## src/rtl/aes_core_sched.sv

```systemverilog
// Round-robin front end that time-shares one AES core among several requesters.
// Sequences the core's level-enable handshake and returns ID-tagged ciphertext.
module aes_core_sched #(
  parameter int unsigned NUM_REQ = 4,
  parameter int unsigned ID_W    = 2,
  parameter int unsigned TIMEOUT = 64
) (
  input  logic                     AES_clk,
  input  logic                     AES_rst_n,
  input  logic [NUM_REQ-1:0]       req_valid,
  input  logic [NUM_REQ*128-1:0]   req_data,
  input  logic [NUM_REQ*128-1:0]   req_key,
  output logic [NUM_REQ-1:0]       req_ready,
  output logic                     resp_valid,
  input  logic                     resp_ready,
  output logic [127:0]             resp_data,
  output logic [ID_W-1:0]          resp_id,
  output logic                     resp_err,
  output logic                     core_en,
  output logic [127:0]             core_data,
  output logic [127:0]             core_key,
  input  logic [127:0]             core_out,
  input  logic                     core_out_valid
);

  typedef enum logic [1:0] {StIdle, StRun, StResp, StGap} state_e;

  state_e          state_q, state_d;
  logic [ID_W-1:0] rr_ptr_q, rr_ptr_d;
  logic [ID_W-1:0] id_q, id_d;
  logic [7:0]      cnt_q, cnt_d;
  logic [127:0]    data_q, data_d;
  logic [127:0]    key_q, key_d;
  logic [127:0]    resp_data_q, resp_data_d;
  logic            err_q, err_d;

  logic            grant_found;
  logic [ID_W-1:0] grant_idx;
  int unsigned     idx;
  logic [NUM_REQ-1:0] hit;

  // First pending requester at or above rr_ptr, wrapping; shifts avoid out-of-range selects.
  always_comb begin
    grant_found = 1'b0;
    grant_idx   = '0;
    idx         = 0;
    hit         = '0;
    for (int unsigned i = 0; i < NUM_REQ; i++) begin
      idx = 32'(rr_ptr_q) + i;
      if (idx >= NUM_REQ) idx = idx - NUM_REQ;
      hit = req_valid >> idx;
      if (!grant_found && hit[0]) begin
        grant_found = 1'b1;
        grant_idx   = ID_W'(idx);
      end
    end
  end

  always_comb begin
    state_d     = state_q;
    rr_ptr_d    = rr_ptr_q;
    id_d        = id_q;
    cnt_d       = cnt_q;
    data_d      = data_q;
    key_d       = key_q;
    resp_data_d = resp_data_q;
    err_d       = err_q;
    req_ready   = '0;
    unique case (state_q)
      StIdle: begin
        if (grant_found) begin
          req_ready = (NUM_REQ'(1) << grant_idx) & {NUM_REQ{AES_rst_n}};
          data_d    = 128'(req_data >> (32'(grant_idx) * 32'd128));
          key_d     = 128'(req_key >> (32'(grant_idx) * 32'd128));
          id_d      = grant_idx;
          rr_ptr_d  = (32'(grant_idx) == NUM_REQ - 1) ? '0 : grant_idx + ID_W'(1);
          cnt_d     = '0;
          state_d   = StRun;
        end
      end
      StRun: begin
        cnt_d = cnt_q + 8'd1;
        // A result arriving on the last allowed cycle still beats the watchdog.
        if (core_out_valid) begin
          resp_data_d = core_out;
          err_d       = 1'b0;
          state_d     = StResp;
        end else if (cnt_q == 8'(TIMEOUT - 1)) begin
          resp_data_d = '0;
          err_d       = 1'b1;
          state_d     = StResp;
        end
      end
      StResp: begin
        if (resp_ready) state_d = StGap;
      end
      StGap: begin
        state_d = StIdle;
      end
      default: state_d = StIdle;
    endcase
  end

  always_ff @(posedge AES_clk) begin
    if (!AES_rst_n) begin
      state_q     <= StIdle;
      rr_ptr_q    <= '0;
      id_q        <= '0;
      cnt_q       <= '0;
      data_q      <= '0;
      key_q       <= '0;
      resp_data_q <= '0;
      err_q       <= 1'b0;
    end else begin
      state_q     <= state_d;
      rr_ptr_q    <= rr_ptr_d;
      id_q        <= id_d;
      cnt_q       <= cnt_d;
      data_q      <= data_d;
      key_q       <= key_d;
      resp_data_q <= resp_data_d;
      err_q       <= err_d;
    end
  end

  // Gating with the reset drops the core enable in the very first reset cycle.
  assign core_en    = (state_q == StRun) & AES_rst_n;
  assign resp_valid = (state_q == StResp) & AES_rst_n;
  assign core_data  = data_q;
  assign core_key   = key_q;
  assign resp_data  = resp_data_q;
  assign resp_id    = id_q;
  assign resp_err   = err_q;

endmodule

```

## config.mk

```make
export PLATFORM = sky130hd
export DESIGN_NAME = aes_core_sched
export DESIGN_NICKNAME = d
export VERILOG_FILES = /design/src/rtl/aes_core_sched.sv
export SDC_FILE = /design/constraint.sdc
export NUM_CORES = 1
export LEC_CHECK = 0
export ABC_CLOCK_PERIOD_IN_PS = 6350
export CAP_MARGIN = 5
export CELL_PAD_IN_SITES_DETAIL_PLACEMENT = 1
export CELL_PAD_IN_SITES_GLOBAL_PLACEMENT = 2
export CORE_AREA = 8 8 599 601
export CTS_CLUSTER_SIZE = 10
export DETAILED_ROUTE_END_ITERATION = 12
export DIE_AREA = 0 0 607 609
export PLACE_DENSITY_LB_ADDON = 0.1
export SETUP_SLACK_MARGIN = 0.15
export SYNTH_ARGS = -nofsm -noshare
export SYNTH_HDL_FRONTEND = slang
export SYNTH_SLANG_ARGS = --single-unit
```

## constraint.sdc

```tcl
create_clock -name AES_clk -period 6.35 [get_ports AES_clk]
set_clock_uncertainty 0.1 [all_clocks]
set_input_delay 1.27 -clock AES_clk [delete_from_list [all_inputs] [get_ports AES_clk]]
set_output_delay 1.27 -clock AES_clk [all_outputs]
set_load 0.03 [all_outputs]
```

# Word-level counts from Yosys, hierarchy flattened
# Index checks and enable logic that the tools add are counted.
[op_classes]
add_sub_neg = 9
mul = 0
n_div = 0
order_cmp = 4
eq_ne = 8
shift = 7
mux = 26
bitwise = 3
reduce_logical = 13
[op_table]
columns = ["cell", "n"]
rows = [
  ["$shr 512x9->128", 2],
  ["$mux 128", 2],
  ["$mux 32", 4],
  ["$shr 4x32->1", 4],
  ["$mux 2", 9],
  ["$pmux 8 s2", 1],
  ["$sub 3x3->4 const B", 3],
  ["$ge 3x3->1 const B", 3],
  ["$add 8x1->8 const B", 1],
  ["$eq 8x6->1 const B", 1],
  ["$mux 4", 2],
  ["$mux 8", 1],
  ["$pmux 2 s4", 1],
  ["$add 2x2->3 const B", 2],
  ["$eq 2x2->1 const B", 3],
  ["$mux 1", 6],
  ["$reduce_and 2->1", 3],
  ["$and 4x4->4", 1],
  ["$ne 2x2->1 const B", 2],
  ["$reduce_bool 2->1", 2],
  ["$shl 1x2->4 const A", 1],
  ["$sub 2x3->4 const B", 1],
  ["$add 2x1->3 const B", 1],
  ["$ge 2x3->1 const B", 1],
  ["8 further kinds", 13],
]
[word_totals]
reg_bits = 399
latchBits = 0
mem_bits_rw = 0
romBits = 0
in_bits = 1160
n_memories = 0

# Longest topological paths before layout
# Gate-level depths: netlist of run 1.
[depth]
depth_word = 17
depth_mapped = 19
mapped_depth_nobuf = 10

# Worst setup path before layout of run 1
# Ideal clock, no wire load.
[synth_timing]
path_kind = "register -> output"
start = "reg rr_ptr_q[0]"
end = "out req_ready[2]"
t_arrival_ns = 3.819
t_required_ns = 4.980
slack_ns = 1.161
path_stages_with_launch = 17
path_cell_list = "dfxtp_1 > buf_2 > buf_2 > clkinv_1 > clkbuf_1 > clkbuf_1 > clkbuf_1 > ha_1 > clkbuf_1 > mux4_2 > and2_1 > nor3_4 > o41ai_4 > buf_2 > inv_1 > ha_1 > and3_1"
[synth_between]
elab_chain_len = 17
word_cells_on_any_way = 37
[synth_rtl]
columns = ["element", "line_no", "text"]
rows = [
  ["start: declaration", "29", "logic [ID_W-1:0] rr_ptr_q, rr_ptr_d;"],
  ["start signal: assignment", "116", "rr_ptr_q <= rr_ptr_d;"],
  ["branches (longest 12 deep; another with $sub 3x3->4)", "--", ""],
  ["$mux 2 (*)", "52", "if (!grant_found && hit[0]) begin"],
  ["via grant_idx[0]", "38", "logic [ID_W-1:0] grant_idx;"],
  ["$shl 1x2->4 (*)", "72", "req_ready = (NUM_REQ'(1) << grant_idx) & {NUM_REQ{AES_rst_n}};"],
  ["$and 4x4->4 (*)", "72", ""],
  ["$mux 4 (*)", "71", "if (grant_found) begin"],
  ["$mux 4 (*)", "69", "unique case (state_q)"],
  ["end: declaration", "13", "output logic [NUM_REQ-1:0] req_ready,"],
]
# Mark *: on every way through the listed nets, which the timed path passes.

# Worst setup path in the final report of run 1
[layout_timing]
start = "in req_valid[3]"
end = "out req_ready[2]"
[layout_between]
elab_chain_len = 15
word_cells_on_any_way = 22
[layout_rtl]
columns = ["element", "line_no", "text"]
rows = [
  ["start: declaration", "10", "input logic [NUM_REQ-1:0] req_valid,"],
  ["$shr 4x32->1", "51", "hit = req_valid >> idx;"],
  ["$mux 1", "52", ""],
  ["$logic_not 1->1", "52", ""],
  ["$logic_and 1x1->1", "52", ""],
  ["$mux 1", "52", ""],
  ["$logic_not 1->1", "52", ""],
  ["$logic_and 1x1->1", "52", ""],
  ["$mux 1", "52", ""],
  ["$logic_not 1->1", "52", ""],
  ["$logic_and 1x1->1", "52", ""],
  ["$mux 2", "52", ""],
  ["$shl 1x2->4", "72", ""],
  ["$and 4x4->4", "72", ""],
  ["$mux 4 (*)", "71", ""],
  ["$mux 4 (*)", "69", ""],
]
# Mark *: on every way between the ends. The rest lies on a longest branch, timed or not.

==> metrics.yaml, run 1 <==
status: "completed"
p_leak_nw: 15.5
p_clk_frac: 0.187
ir_worst_vdd_mv: 0.373
seq_area_frac_synth: 0.296
synth_fp_nets: 4597
swShare: 0.517
ctsResizeCount: 0
critPathMaxStageDelay_ns: 0.62
path_cells: "clkdlybuf4s50_1 > mux4_2 > a221o_4 > o41ai_4 > inv_1 > ha_1 > and3_1 > buf_4"
fin_crit_ns: 5.63
ff2ff_setup_slack_ns: 1.91
layout_commonest_cell: "clkdlybuf4s50_1"
core_mm2: 0.349
critPathMaxFanout: 10
tns_ns: 0
die_x_um: 607
synth-seq-cells: 399
crit_cells: 8
grt_max_degree: 181
fmax_mhz: 177
syn-mean-instance-area_um2: 7.88
synthMuxAreaShare: 0.110
finalSetupViolCount: 0
grt-ovfl-total: 0
worstReg2RegStart: "rr_ptr_q[0]"
htreeDepth: 3
cp-start-kind: "primary input"
chipHeight_um: 609
slowest_stage: "clkdlybuf4s50_1"
dp_slack_ns: 0.667
worstSetupPathType: "primary input to output pin"
avgRoutedWirePerCell_um: 29.9
cts_hold_buf: 0
switchingPower_mw: 11.6
drv_cap: 0
clk_latency_ns: 0.79
grt_antenna_before_repair: 257
drive_above_1_share: 0.0606
total_power_mw: 22.5
rr_worst_depth: 10
synth_top_family_by_area: "compound AO/OA/AOI/OAI gates"
synth-xor-area-share: 0.000649
setup_slack_ns: 0.716
synth_warnings: 0
avgViaCountPerCell: 3.78
final_cells: 9414
netlist_area_mm2: 0.0270
tightest_slew_ns: 1.35
start_util: 0.0774
die_area_mm2: 0.370
grt_pass1_wl_um: 366000
nNetsFinal: 5874
yosys.area_share.adder: 0.00557
syn-instance-count: 3425
finalHoldViolations: 0
final_cell_mix: "clkdlybuf4s50_1, o21ai_0, dfxtp_1, nand3_1, nor2_1"
boundaryPins: 1553
fill_cells: 40803
cts_root_buffer: "clkbuf_16"
synth_ff_type: "dfxtp_1"
slew_viol_final: 0
area.growth.synth_to_final_pct: 86.7
endpoint: "req_ready[2]"
antenna_left: 0
drc: 0
holdCritPathClass: "flop to flop"
cts_tree: "done"
power_density_mw_per_mm2: 446
cp.arrival_ns: 4.26
placed_cells: 9222
port_buffers: 1552
pwr-share-seq: 0.159
rsz0062_at_grt: "false"
gp_congestion: 0.782
dr.first_iter.drc_count: 1829
clkTransAtPathRegs_ns: 0.05
power_frac_comb: 0.654
core.rowCount: 217
synth_top_area_share: 0.296
routed_wirelength_um: 281000
synthArstFlopShare: 0
critPathCaptureType: "output pin"
dr.pass1.iters: 5
fin_crit_sh: 0.887
numCtsBuffers: 77
cp_num_buf_inv: 3
critical-path-top-delay-family: "buffers and inverters"
synth_compound_area_frac: 0.380
synth_edf_count: 0
cts.sinks: 399
yosys.area_share.simple: 0.138
via_count: 35616
grtUsageTotal: 0.144
grt_pass1_vias: 36953
post-cts-setup-buffers: 0
clk_path_buf_depth: 4
max_slew_margin: 0.102
yosysTopAreaCell: "dfxtp_1"
worstReg2RegEnd: "core_key[42]"
dpl.hpwl_um: 215000
synthTopCellsByArea: "dfxtp_1, o21ai_0, a221o_1"
synth_cell_types: 52
intPower_mw: 10.8
cp-startpoint: "req_valid[3]"
required_ns: 4.98
-- through the flow --
| stage | utilization | area, µm² | hold WS [ns] |
|---|---|---|---|
| finish | 0.144 | 50400 | 0.365 |
| global route | 0.144 | 50300 | 0.381 |
| CTS | 0.144 | 50200 | 0.366 |
| detailed placement | 0.137 | 47800 | 0.357 |
| global placement | 0.137 | 47800 | 0.346 |
| floorplan | - | 27000 | 0.362 |
-- flip-flops by register name, summed over array words and instances (netlist names) --
name and flops:
core_data 128, core_key 128, resp_data 128, cnt_q 8, resp_id 2, rr_ptr_q 2, state_q 2, resp_err 1
-- tightest hold or removal path, stage by stage (launching register included) --
cell	delay (ns)
dfxtp_1	0.30
nand3_1	0.06
a21oi_1	0.05
-- cells by family after synthesis --
kind of cell               after synthesis
xor gates and xnor gates                 2
muxes                                  262
adders and majority gates               12
and+or+nand+nor                        831
AOI/OAI and AO/OA                     1449
buffers and inverters                  470
DFF                                    399
-- Yosys cell counts, drive strengths merged (6+ instances only) --
cell,n
dfxtp,399
nor2,270
ha,12
clkbuf,371
buf,88
a221o,257
and2,6
and3,6
a21oi,137
nand2,141
o31ai,257
a311oi,256
o21ai,520
mux2,256
nand3,388
inv,10
-- worst min-delay path by stage --
stage | start | end | slack [ns] | cells after the start
2_1_floorplan | cnt_q[0] | cnt_q[0] | 0.36 | 2
3_3_place_gp | resp_err | resp_err | 0.35 | 2
3_5_place_dp | resp_err | resp_err | 0.36 | 2
4_1_cts | resp_err | resp_err | 0.37 | 2
5_1_grt | resp_err | resp_err | 0.38 | 2
6_report | resp_data[110] | resp_data[110] | 0.36 | 2
-- layer usage --
metal | track usage | wire length, µm
met5 | 0 | 831
met1 | 0.156 | 107000
met4 | 0.0275 | 6380
met3 | 0.0519 | 23200
met2 | 0.267 | 144000
-- power by group through the flow --
stage / Clock, mW / Sequential, mW / Combinational [mW]
after floorplan: 0 / 4.71 / 7.23
after global placement: 0 / 3.62 / 15.2
after detailed placement: 0 / 3.62 / 15.3
after CTS: 4.49 / 3.59 / 15.3
after global routing: 4.54 / 3.66 / 15.9
final: 4.19 / 3.58 / 14.7
-- cell type report --
type	count	area [µm²]	share of cell area
multi-input cells	2556	17200	0.342
repair buffers	1657	16800	0.334
flip-flops and latches	399	7990	0.159
well taps	4599	5750	0.114
clock buffers	112	2250	0.0447
diodes	65	163	0.00323
clock inverters	15	130	0.00258
inverters	11	51.3	0.00102
Note: power is estimated with default switching activity, not from simulation.
==> run 2: changes to the inputs <==
--- a/config.mk
+++ b/config.mk
@@ -16,4 +16,5 @@
 export PLACE_DENSITY_LB_ADDON = 0.1
 export SETUP_SLACK_MARGIN = 0.15
+export SLEW_MARGIN = 20
 export SYNTH_ARGS = -nofsm -noshare
 export SYNTH_HDL_FRONTEND = slang
--- a/constraint.sdc
+++ b/constraint.sdc
@@ -3,3 +3,3 @@
 set_input_delay 1.27 -clock AES_clk [delete_from_list [all_inputs] [get_ports AES_clk]]
 set_output_delay 1.27 -clock AES_clk [all_outputs]
-set_load 0.03 [all_outputs]
+set_load 0.005 [all_outputs]
==> metrics.yaml, run 2 (same netlist as run 1, synthesis figures left out) <==
grt-ovfl-total: 0
total_power_mw: 21.7
post-route-cell-area_mm2: 0.0505
cts_tree: "done"
nNetsFinal: 5890
p_leak_nw: 15.6
drc: 0
cp.arrival_ns: 4.40
pwr-share-seq: 0.165
intPower_mw: 11.1
final_cells: 9426
grt_pass1_wl_um: 368000
port_buffers: 1552
rsz0062_at_grt: "false"
dpl.hpwl_um: 215000
antenna_left: 0
tightest_slew_ns: 1.16
cts.sinks: 399
power_density_mw_per_mm2: 430
dr.pass1.iters: 5
core_mm2: 0.349
max_slew_margin: 0.216
avgViaCountPerCell: 3.78
core.rowCount: 217
swShare: 0.489
critPathMaxFanout: 10
p_clk_frac: 0.208
status: "completed"
chipHeight_um: 609
dr.first_iter.drc_count: 1708
cts_hold_buf: 0
switchingPower_mw: 10.6
drv_cap: 0
numCtsBuffers: 79
fin_crit_sh: 0.908
ir_worst_vdd_mv: 0.415
final_cell_mix: "clkdlybuf4s50_1, o21ai_0, dfxtp_1, nand3_1, nor2_1"
grt_antenna_before_repair: 249
grtUsageTotal: 0.144
finalSetupViolCount: 0
dpl-instance-area_mm2: 0.0478
dp_slack_ns: 0.562
worstSetupPathType: "primary input to output pin"
finalHoldViolations: 0
area.growth.synth_to_final_pct: 87.3
fin_crit_ns: 5.77
drive_above_1_share: 0.0643
layout_commonest_cell: "clkdlybuf4s50_1"
die_x_um: 607
boundaryPins: 1553
critPathCaptureType: "output pin"
start_util: 0.0774
setup_slack_ns: 0.583
cp-start-kind: "primary input"
cts_root_buffer: "clkbuf_16"
grt_pass1_vias: 36808
holdCritPathClass: "flop to flop"
htreeDepth: 3
slew_viol_final: 0
post-cts-setup-buffers: 0
tns_ns: 0
clk_latency_ns: 0.78
fill_cells: 40835
clk_path_buf_depth: 4
fmax_mhz: 173
placed_cells: 9235
routed_wirelength_um: 283000
gp_congestion: 0.783
die_area_mm2: 0.370
ctsResizeCount: 0
power_frac_comb: 0.628
required_ns: 4.98
grt_max_degree: 124
avgRoutedWirePerCell_um: 30.0
clkTransAtPathRegs_ns: 0.06
via_count: 35624
[run 2: worst paths after layout]
| kind | endpoint | start | slack, ns | depth (start not counted) |
|---|---|---|---|---|
| worst min register to register | resp_err | resp_err | 0.36 | 2 |
| worst min-delay path | resp_err | resp_err | 0.36 | 2 |
| worst max-delay path | req_ready[3] | req_valid[3] | 0.58 | 9 |
| worst max register to register | core_key[60] | rr_ptr_q[0] | 1.73 | 11 |
[run 2: power groups by stage]
stage	Clock, mW	Sequential (mW)	Combinational [mW]
2_1_floorplan	0	3.59	7.21
5_1_grt	4.85	3.66	14.9
4_1_cts	4.83	3.59	14.3
3_3_place_gp	0	3.62	14.2
6_report	4.50	3.58	13.6
3_5_place_dp	0	3.62	14.3
[run 2: area by class of cell]
type | instances | area, µm² | share of cell area
Antenna cell | 55 | 138 | 0.00272
Clock buffer | 114 | 2290 | 0.0453
Clock inverter | 21 | 277 | 0.00547
Inverter | 11 | 51.3 | 0.00102
Multi-Input combinational cell | 2556 | 17200 | 0.341
Sequential cell | 399 | 7990 | 0.158
Tap cell | 4599 | 5750 | 0.114
Timing Repair Buffer | 1671 | 16800 | 0.333
[run 2: through the flow]
stage,hold slack [ns],utilization
2_1_floorplan,0.350,-
3_5_place_dp,0.356,0.137
6_report,0.363,0.145
3_3_place_gp,0.346,0.137
5_1_grt,0.376,0.145
4_1_cts,0.368,0.144
[run 2: critical path: stages]
cell and delay (ns):
clkdlybuf4s50_1 0.59, o311ai_0 1.03, nand4_1 0.20, o31ai_1 0.16, buf_4 0.19, inv_1 0.08, ha_1 0.19, and3_1 0.16
clkdlybuf4s50_1 0.52
[run 2: metal layers]
| layer | global-route usage | share of wire | vias up |
|---|---|---|---|
| li1 | - | - | 16056 |
| met1 | 0.157 | 0.38 | 17657 |
| met2 | 0.268 | 0.52 | 1254 |
| met3 | 0.0462 | 0.075 | 511 |
| met4 | 0.0351 | 0.026 | 146 |
| met5 | 0 | 0.0033 | - |
